===== config.mk =====
export PLATFORM = sky130hd
export DESIGN_NAME = interval_timer
export DESIGN_NICKNAME = d
export VERILOG_FILES = /design/src/rtl/timer_pkg.sv /design/src/rtl/timer_prescaler.sv /design/src/rtl/interval_timer.sv
export SDC_FILE = /design/constraint.sdc
export NUM_CORES = 1
export LEC_CHECK = 0
export CAP_MARGIN = 30
export CORE_ASPECT_RATIO = 0.75
export CORE_MARGIN = 1.5
export CORE_UTILIZATION = 50
export DETAILED_ROUTE_END_ITERATION = 10
export PLACE_DENSITY_LB_ADDON = 0.12
export SLEW_MARGIN = 20
export SYNTH_ARGS = -nofsm -noshare
export SYNTH_HDL_FRONTEND = slang
export SYNTH_SLANG_ARGS = --single-unit

===== constraint.sdc =====
create_clock -name clk -period 2.9 [get_ports clk]
set_input_delay 0.725 -clock clk [delete_from_list [all_inputs] [get_ports clk]]
set_output_delay 0.725 -clock clk [all_outputs]
set_load 0.005 [all_outputs]

===== src/rtl/timer_pkg.sv =====
// Shared register map and CONTROL/STATUS field positions for the interval timer.
package timer_pkg;

  typedef enum logic [1:0] {
    ADDR_RELOAD_LO = 2'd0,
    ADDR_RELOAD_HI = 2'd1,
    ADDR_CONTROL   = 2'd2,
    ADDR_STATUS    = 2'd3
  } reg_addr_e;

  localparam int CTRL_EN      = 0;
  localparam int CTRL_AUTO    = 1;
  localparam int CTRL_PRE     = 2;
  localparam int STAT_EXPIRED = 0;

  typedef struct packed {
    logic pre;
    logic arl;
    logic en;
  } ctrl_t;

  function automatic logic [7:0] ctrl_byte(input ctrl_t c);
    logic [7:0] b;
    b = '0;
    b[CTRL_EN]   = c.en;
    b[CTRL_AUTO] = c.arl;
    b[CTRL_PRE]  = c.pre;
    return b;
  endfunction

endpackage


===== src/rtl/timer_prescaler.sv =====
// Divide-by-256 prescaler and counter step strobe for the interval timer.
module timer_prescaler (
  input  logic clk,
  input  logic rst,
  input  logic en,
  input  logic pre,
  output logic step
);

  logic [7:0] psc_q, psc_d, psc_eff;
  logic       en_q;

  // The first enabled cycle is the one right after the EN 0->1 load, so the
  // count restarts from 0 there; otherwise the value is frozen while disabled.
  assign psc_eff = en_q ? psc_q : 8'd0;
  assign psc_d   = en ? psc_eff + 8'd1 : psc_q;
  assign step    = en & (~pre | (psc_eff == 8'hFF));

  always_ff @(posedge clk or negedge rst) begin
    if (!rst) begin
      psc_q <= '0;
      en_q  <= 1'b0;
    end else begin
      psc_q <= psc_d;
      en_q  <= en;
    end
  end

endmodule


===== src/rtl/interval_timer.sv =====
// CPU-programmable 16-bit down-counting interval timer with one-shot/auto-reload and expiry pulse.
module interval_timer
  import timer_pkg::*;
#(
  parameter logic [15:0] RELOAD_RST = 16'hFFFF
) (
  input  logic       clk,
  input  logic       rst,
  input  logic       ce,
  input  logic       wren,
  input  logic [1:0] addr,
  input  logic [7:0] from_cpu,
  output logic [7:0] to_cpu,
  output logic       tick_out
);

  logic [15:0] reload_q, reload_d;
  logic [15:0] cnt_q, cnt_d;
  logic [7:0]  snap_q, snap_d;
  logic [7:0]  rdata_q, rdata_d;
  ctrl_t       ctrl_q, ctrl_d;
  logic        expired_q, expired_d;
  logic        tick_q, tick_d;

  reg_addr_e sel;
  logic      acc_wr, acc_rd, ctrl_wr, stat_wr, load, step, expire;

  assign sel     = reg_addr_e'(addr);
  assign acc_wr  = ce & wren;
  assign acc_rd  = ce & ~wren;
  assign ctrl_wr = acc_wr & (sel == ADDR_CONTROL);
  assign stat_wr = acc_wr & (sel == ADDR_STATUS);
  assign load    = ctrl_wr & ~ctrl_q.en & from_cpu[CTRL_EN];
  assign expire  = step & (cnt_q == 16'd0);

  timer_prescaler u_psc (
    .clk  (clk),
    .rst  (rst),
    .en   (ctrl_q.en),
    .pre  (ctrl_q.pre),
    .step (step)
  );

  always_comb begin
    reload_d  = reload_q;
    cnt_d     = cnt_q;
    snap_d    = snap_q;
    rdata_d   = rdata_q;
    ctrl_d    = ctrl_q;
    expired_d = expired_q;
    tick_d    = expire;

    if (acc_wr && sel == ADDR_RELOAD_LO) reload_d[7:0]  = from_cpu;
    if (acc_wr && sel == ADDR_RELOAD_HI) reload_d[15:8] = from_cpu;

    // A CPU write to CONTROL overrides the one-shot auto-disable in the same cycle.
    if (expire && !ctrl_q.arl) ctrl_d.en = 1'b0;
    if (ctrl_wr) begin
      ctrl_d.en  = from_cpu[CTRL_EN];
      ctrl_d.arl = from_cpu[CTRL_AUTO];
      ctrl_d.pre = from_cpu[CTRL_PRE];
    end

    if (load) begin
      cnt_d = reload_q;
    end else if (step) begin
      if (cnt_q != 16'd0) cnt_d = cnt_q - 16'd1;
      else                cnt_d = ctrl_q.arl ? reload_q : 16'd0;
    end

    if (stat_wr && from_cpu[STAT_EXPIRED]) expired_d = 1'b0;
    if (expire)                            expired_d = 1'b1;

    if (acc_rd && sel == ADDR_RELOAD_LO) snap_d = cnt_q[15:8];

    if (ce) begin
      case (sel)
        ADDR_RELOAD_LO: rdata_d = cnt_q[7:0];
        ADDR_RELOAD_HI: rdata_d = snap_q;
        ADDR_CONTROL:   rdata_d = ctrl_byte(ctrl_q);
        ADDR_STATUS:    rdata_d = {7'd0, expired_q};
      endcase
    end
  end

  always_ff @(posedge clk or negedge rst) begin
    if (!rst) begin
      reload_q  <= RELOAD_RST;
      cnt_q     <= '0;
      snap_q    <= '0;
      rdata_q   <= '0;
      ctrl_q    <= '0;
      expired_q <= 1'b0;
      tick_q    <= 1'b0;
    end else begin
      reload_q  <= reload_d;
      cnt_q     <= cnt_d;
      snap_q    <= snap_d;
      rdata_q   <= rdata_d;
      ctrl_q    <= ctrl_d;
      expired_q <= expired_d;
      tick_q    <= tick_d;
    end
  end

  assign to_cpu   = rdata_q;
  assign tick_out = tick_q;

endmodule


---- Word-level counts from Yosys, hierarchy flattened ----
Cells that the tools add are included.
storage, ports and cells
  flip-flop bits (word level) ............. 62
  bits of input ports ..................... 14
  output and inout port bits .............. 9
  word-level logic and storage cells ...... 52
cells by class
  add/subtract/negate cells ............... 2
  equality and inequality tests ........... 4
  muxes and demuxes ....................... 10
  bitwise logic cells ..................... 12
  reduce and logical (&&, ||, !) cells .... 12
operators by type and width
  operator               count
  $mux 16                4
  $pmux 8 s4             1
  $logic_not 16->1       1
  $reduce_bool 16->1     1
  $sub 16x1->16 const B  1
  $add 8x1->8 const B    1
  $and 1x1->1            8
  $eq 8x8->1 const B     1
  $mux 8                 1
  $reduce_bool 2->1      3
  $logic_and 1x1->1      5
  $eq 2x2->1 const B     2
  $mux 1                 4
  $not 1->1              3
  $eq 2x1->1 const B     1
  $logic_not 2->1        1
  $logic_not 1->1        1
  $or 1x1->1             1

---- Longest topological paths before layout ----
Gate-level depths: netlist (run 1).
  depth in word-level cells ............... 8
  depth in mapped cells ................... 10
  mapped depth without buffers ............ 7

---- Cells and area by module ----
Synthesis (run 1) repeated with hierarchy kept, for this count alone.
second synthesis, totals
  cells, all modules ...................... 310
  area total of the unflattened synthesis .. 3,333.2 µm²
modules (own cells, without submodules)
  module           instances  cells each  area each (µm²)  sequential area each (µm²)
  interval_timer   1          260         2,842.7          1,346.3
  timer_prescaler  1          50          490.5            225.2

---- Worst setup path before layout (run 1) ----
Ideal clock, no wire load.
  path kind ............................... input-to-reg
  start ................................... input port addr[1]
  end ..................................... register cnt_q[14]
  library setup time ...................... 0.129 ns
  arrival ................................. 2.136 ns
  required time ........................... 2.771 ns
  setup slack ............................. 0.634 ns
  cell stages on the path ................. 8
  cells stage by stage .................... buf_2 -> nand4b_1 -> nor3_4 -> nor2_1 -> clkbuf_1 -> clkbuf_1 -> o21ai_0 -> nand3_1
on the way
  longest elaborated chain between the ends .. 5
ends and longest elaborated chain
  item                                          RTL line              text
  start, declared                               interval_timer.sv:11  input logic [1:0] addr,
  $eq 2x2->1 *                                  interval_timer.sv:31  assign ctrl_wr = acc_wr & (sel == ADDR_CONTROL);
  $and 1x1->1 *                                 interval_timer.sv:31
  $and 1x1->1 * (2 in a row)                    interval_timer.sv:33  assign load = ctrl_wr & ~ctrl_q.en & from_cpu[CTRL_EN];
  $mux 16 or $reduce_bool 2->1 (tied branches)  --
  end signal, assigned                          interval_timer.sv:97  cnt_q <= cnt_d;
  end, declared                                 interval_timer.sv:18  logic [15:0] cnt_q, cnt_d;
Mark *: on every way between the ends. The rest lies on a longest branch, timed or not.
A chain may end at the register's enable or synchronous reset.

---- Final worst setup path (run 1) ----
  start ................................... register cnt_q[0]
  end ..................................... register cnt_q[11]
on the way
  longest elaborated chain between the ends .. 4
ends and longest elaborated chain
  item                                                 RTL line              text
  $sub 16x1->16 or $reduce_bool 16->1 (tied branches)  interval_timer.sv:67  if (cnt_q != 16'd0) cnt_d = cnt_q - 16'd1;
  $mux 16 *                                            interval_timer.sv:67
  $mux 16 *                                            interval_timer.sv:66  end else if (step) begin
  $mux 16 *                                            interval_timer.sv:64  if (load) begin
Mark *: on every way between the ends. The rest lies on a longest branch, timed or not. The select of a mux whose other input is x is not followed.

==> results.json, run 1 <==
{
  "status": "complete, no violations",
  "cts_resized": 0,
  "synth_edf_count": 0,
  "wl_mm": 7.14,
  "clockPowerShare_pct": 27.5,
  "synth.distinct_cells": 54,
  "drc": 0,
  "vias": 2381,
  "fmax_ghz": 0.392,
  "cts_tree": "done",
  "io_pins": 23,
  "seq_area_frac_synth_pct": 50.6,
  "cp.arrival_ps": 2770,
  "cts_hold_buf": 0,
  "synth-seq-cells": 62,
  "start_util_pct": 52.5,
  "yosys_warnings": 0,
  "grt_pass1_vias": 2308,
  "track_usage_pct": 23.8,
  "die-area_mm2": 0.00670,
  "clock_path_buffers": 2,
  "dr.pass1.iters": 4,
  "cts_root_buffer": "clkbuf_8",
  "setup_viol": 0,
  "rrSetupSlack_ps": 350,
  "p_leak_uw": 0.00150,
  "post-cts-setup-buffers": 0,
  "synth_fa_ha_area_share_pct": 1.21,
  "synth-simple-area-share_pct": 16.7,
  "grt_overflow": 0,
  "worstSetupEndpointType": "register",
  "die_x_um": 94.0,
  "post-dp-hpwl_mm": 4.99,
  "ctsHtreeMaxLevel": 3,
  "layout_min_cycle_time_ps": 2550,
  "synth_xor_area_share_pct": 0.564,
  "p_sw_uw": 740,
  "syn2layout_area_growth_pct": 17.6,
  "fill_cells": 498,
  "numCtsBuffers": 9,
  "antennaDiodeCount": 0,
  "switching_share_pct": 30.7,
  "final_util_pct": 61.8,
  "viasPerCell": 5.97,
  "worst_setup_path_start_kind": "register",
  "grt_pass1_wl_mm": 12.0,
  "power_density_mw_per_mm2": 659,
  "muxShareOfSynthArea_pct": 13.1,
  "criticalPathCategory": "register to register",
  "synthArstFlopShare_pct": 100,
  "syn_area_per_cell_um2": 10.9,
  "die_y_um": 71.3,
  "clock_skew_ps": 9.36,
  "grt_setup_unrepaired": "no",
  "drv_slew": 0,
  "netlist_area_mm2": 0.00311,
  "cts.sinks": 62,
  "p_int_uw": 1670,
  "timing.final.crit_share_pct": 88.0,
  "synth_top_family_by_area": "simple AND/OR/NAND/NOR gates",
  "reg2reg_to": "cnt_q[11]",
  "hp-class": "primary input to asynchronous set/reset pin",
  "antenna_found_initial": 0,
  "required_ps": 3120,
  "grt_max_degree": 63,
  "post_drt_wl_per_cell_um": 17.9,
  "drtIter0Drc": 223,
  "peakVddDrop_mv": 0.322,
  "cts.clk_slew.worst_paths_ps": 70,
  "seq_area_mm2": 0.00157,
  "multi_input_area_mm2": 0.00140,
  "relSlewSlack_pct": 61.2,
  "p_comb_share_pct": 22.4,
  "synthCells": 284,
  "nets": 334,
  "syn_nets": 301,
  "gp_congestion": 0.858,
  "port-buffer-count": 22,
  "synth_flop_cell": "dfrtp_1",
  "setup_tns_ps": 0,
  "drive_above_1_share_pct": 27.4,
  "antenna_left": 0,
  "seq_power_share_pct": 50.1,
  "worstPathMaxFanout": 10,
  "rows": 24,
  "worstReg2RegStart": "cnt_q[0]",
  "worstMarginPinSlew_ps": 578,
  "drv_cap": 0,
  "insertion_delay_ps": 340,
  "finalHoldViolations": 0,
  "coreArea_mm2": 0.00592,
  "worstRegToRegCells": 7,
  "synth-compound-area-share_pct": 13.4
}
==> stage by stage <==
step           power, µW  worst slack [ps]  instance area (µm²)  std cells  hold WS, ps
6_report            2410               348                 3660        399          381
3_5_place_dp        1750               209                 3490        384          481
4_1_cts             2420               336                 3660        399          387
5_1_grt             2550               169                 3660        399          395
2_1_floorplan       1530               634                 3110        284          429
3_3_place_gp        1740               276                 3490        384          476
==> layout by cell type (no fill, tap or decap), drive strengths merged, types with 7 or more instances in the layout <==
master / count
mux2i: 8
a21oi: 13
nor4: 7
o22ai: 7
dfstp: 16
dfrtp: 46
mux2: 27
nand3: 13
buf: 18
nor3: 10
clkdlybuf4s50: 21
nor2: 16
clkbuf: 13
nand2: 11
o21ai: 17
inv: 14
==> routing by layer <==
| layer | vias up | part of all wire (%) | global-route usage, % |
|---|---|---|---|
| met5 | - | 0 | 0 |
| met4 | 0 | 0.84 | 7.46 |
| met3 | 7 | 7.9 | 6.69 |
| met2 | 84 | 42 | 32.1 |
| met1 | 1170 | 49 | 36.9 |
| li1 | 1120 | - | - |
==> state kept, by name, summed over array words and instances (netlist names) <==
register / cells
tick_out: 1
expired_q: 1
ctrl_q: 3
to_cpu: 8
snap_q: 8
reload_q: 16
u_psc.en_q: 1
u_psc.psc_q: 8
cnt_q: 16
==> power groups by stage <==
stage	Clock (µW)	Sequential, µW	Combinational, µW
6_report	662	1210	541
5_1_grt	715	1230	602
4_1_cts	677	1200	539
3_5_place_dp	0	1220	536
3_3_place_gp	0	1210	529
2_1_floorplan	0	1170	360
==> layout make-up <==
type,instances,share of cell area [%]
multi-input cells,191,38.2
clock inverters,2,0.274
clock buffers,13,4.35
flip-flops and latches,62,43.0
inverters,14,1.44
repair buffers,39,10.1
well taps,78,2.67
==> worst max-delay path, cell delays in order (launching register included) <==
cell	delay, ps
dfrtp_1	420
inv_1	140
ha_1	150
or4b_1	540
nor4_4	360
or2_1	410
o21ai_2	110
a221o_1	310
==> logic make-up after synthesis <==
group / after synthesis
compound gates: 62
flops: 62
fa+ha+maj: 3
simple gates: 88
xor+xnor: 2
mux: 36
buf+inv: 31
==> worst max path at each step <==
stage / start / end / slack, ps
2_1_floorplan: addr[1] / cnt_q[14] / 630
3_3_place_gp: wren / cnt_q[9] / 280
3_5_place_dp: wren / cnt_q[11] / 210
4_1_cts: cnt_q[0] / cnt_q[11] / 340
5_1_grt: u_psc.en_q / cnt_q[11] / 170
6_report: cnt_q[0] / cnt_q[11] / 350
==> Yosys cell counts, types with 2 or more instances <==
| master | n | area (µm²) |
|---|---|---|
| nand3_1 | 13 | 65.1 |
| or2_2 | 3 | 18.8 |
| o2bb2ai_1 | 5 | 43.8 |
| nor4_1 | 5 | 31.3 |
| mux2i_1 | 8 | 80.1 |
| buf_2 | 5 | 25.0 |
| or4_1 | 3 | 22.5 |
| and2_1 | 4 | 25.0 |
| nand4_1 | 5 | 31.3 |
| xnor2_1 | 2 | 17.5 |
| clkbuf_1 | 8 | 30.0 |
| o21ai_2 | 2 | 17.5 |
| a21oi_1 | 13 | 65.1 |
| nor4b_1 | 2 | 17.5 |
| mux2_2 | 27 | 304 |
| a32oi_1 | 3 | 26.3 |
| o22ai_1 | 7 | 43.8 |
| nor2_1 | 16 | 60.1 |
| dfrtp_1 | 46 | 1150 |
| dfstp_2 | 16 | 420 |
| nand2_1 | 11 | 41.3 |
| a22oi_1 | 2 | 15.0 |
| a211oi_1 | 2 | 15.0 |
| ha_1 | 3 | 37.5 |
| buf_6 | 2 | 22.5 |
| a221o_1 | 4 | 40.0 |
| nor3_1 | 8 | 40.0 |
| o21ai_0 | 15 | 75.1 |
| a22o_1 | 2 | 17.5 |
| o211ai_1 | 2 | 15.0 |
| inv_1 | 14 | 52.6 |
| nand2b_1 | 3 | 18.8 |
| and3_1 | 2 | 12.5 |
(Power assumes the default switching activity.)
==> run 2, diff against run 1 <==
- SLEW_MARGIN: 20 -> not set
==> results of run 2 <==
The final DEF is identical to that of run 1; final timing and power are the same.
==> run 3, diff against run 2 <==
- DONT_BUFFER_PORTS: not set -> 1
- SKIP_LAST_GASP: not set -> 1
==> run 3 against run 2 <==
Hold slack got worse by 310 ps; sequential power about the same; die area did not move; clock power increased by 43%; via count decreased by 3.9%.
==> results.json, run 3 (synthesis gave the netlist of run 1 again) <==
{
  "status": "complete, no violations",
  "coreArea_mm2": 0.00592,
  "setup_tns_ps": 0,
  "gp_congestion": 0.872,
  "grt_setup_unrepaired": "no",
  "layout_common_cells": "dfrtp_1 (46), mux2_2 (27), nor2_1 (16), dfstp_2 (16), o21ai_0 (15)",
  "drive_above_1_share_pct": 27.6,
  "start_util_pct": 52.5,
  "grt_max_degree": 63,
  "numCtsBuffers": 9,
  "die-area_mm2": 0.00670,
  "cp-startpoint": "u_psc.en_q",
  "worstReg2RegStart": "u_psc.en_q",
  "die_x_um": 94.0,
  "reg2reg_to": "cnt_q[15]",
  "antennaDiodeCount": 0,
  "antenna_found_initial": 0,
  "worstMarginPinSlew_ps": 938,
  "cp.arrival_ps": 2860,
  "worst_setup_path_start_kind": "register",
  "cts_tree": "done",
  "post_drt_wl_per_cell_um": 18.9,
  "die_y_um": 71.3,
  "cts_root_buffer": "clkbuf_8",
  "wl_mm": 7.02,
  "relSlewSlack_pct": 37.3,
  "grt_overflow": 0,
  "grt_pass1_vias": 2165,
  "criticalPathCategory": "register to register",
  "drc": 0,
  "largestRegisters": "cnt_q: 16 flops, reload_q: 16 flops",
  "cts_resized": 0,
  "cts_hold_buf": 0,
  "post-dp-hpwl_mm": 4.92,
  "place_ws_ps": 312,
  "vias": 2287,
  "antenna_left": 0,
  "final_common_cell": "dfrtp_1",
  "worstPathMaxFanout": 12,
  "cts.clk_slew.worst_paths_ps": 70,
  "fmax_ghz": 0.381,
  "track_usage_pct": 23.5,
  "required_ps": 3130,
  "worstSetupEndpointType": "register",
  "dr.pass1.iters": 5,
  "io_pins": 23,
  "grt_pass1_wl_mm": 11.5,
  "setup_slack_ps": 273,
  "insertion_delay_ps": 350,
  "clock_path_buffers": 2,
  "nets": 305,
  "ctsHtreeMaxLevel": 3,
  "rows": 24,
  "hp-class": "primary input to asynchronous set/reset pin",
  "cts.sinks": 62,
  "layout_min_cycle_time_ps": 2630,
  "drv_cap": 0,
  "drtIter0Drc": 200,
  "port-buffer-count": 0,
  "clock_skew_ps": 8.65,
  "worstRegToRegCells": 8,
  "syn2layout_area_growth_pct": 10.8,
  "drv_slew": 0,
  "finalHoldViolations": 0,
  "post-cts-setup-buffers": 0,
  "rrSetupSlack_ps": 270,
  "setup_viol": 0,
  "power_density_mw_per_mm2": 753,
  "viasPerCell": 6.16,
  "p_leak_uw": 0.00140,
  "timing.final.crit_share_pct": 90.6,
  "peakVddDrop_mv": 0.366
}
## run 3: critical path, stage by stage, from the launching register on
cell	delay [ps]
dfrtp_1	500
and2_1	220
ha_1	270
nand4_1	150
o32ai_1	420
nor2_1	280
buf_4	250
a21o_1	160
a221o_1	280
## run 3: metal layers
| metal | wire length, µm | share of wire [%] | global-route usage [%] |
|---|---|---|---|
| met4 | 87 | 1.2 | 8.29 |
| met2 | 2710 | 39 | 28.1 |
| met1 | 3670 | 52 | 38.7 |
| met3 | 556 | 7.9 | 7.22 |
| met5 | 0 | 0 | 0 |
## run 3: worst max-delay path by stage
stage,slack [ps],to,cells past startpoint
2_1_floorplan,630,cnt_q[14],8
3_3_place_gp,390,cnt_q[15],8
3_5_place_dp,310,cnt_q[15],8
4_1_cts,300,cnt_q[15],8
5_1_grt,90,cnt_q[15],8
6_report,270,cnt_q[15],8
## run 3: where the power goes
part           switching (µW)  total, µW  internal (µW)
combinational             226        430            205
clock                     327        946            619
sequential                158       1220           1060
## run 3: area by class of cell
class / instances / area, µm²
clock inverters: 3 / 90.1
well taps: 78 / 97.6
fillers: 489 / 2470
inverters: 14 / 52.6
multi-input cells: 191 / 1400
repair buffers: 10 / 75.1
clock buffers: 13 / 159
flip-flops and latches: 62 / 1570
## run 3: stage by stage
stage / instances / hold slack (ps) / utilization (%) / area [µm²] / power [µW]
detailed placement: 355 / 431 / 54.0 / 3190 / 1660
CTS: 371 / 50.4 / 58.2 / 3440 / 2610
finish: 371 / 66.4 / 58.2 / 3440 / 2590
floorplan: 284 / 429 / - / 3110 / 1530
global route: 371 / 37.1 / 58.2 / 3440 / 2730
global placement: 355 / 431 / 54.0 / 3190 / 1640
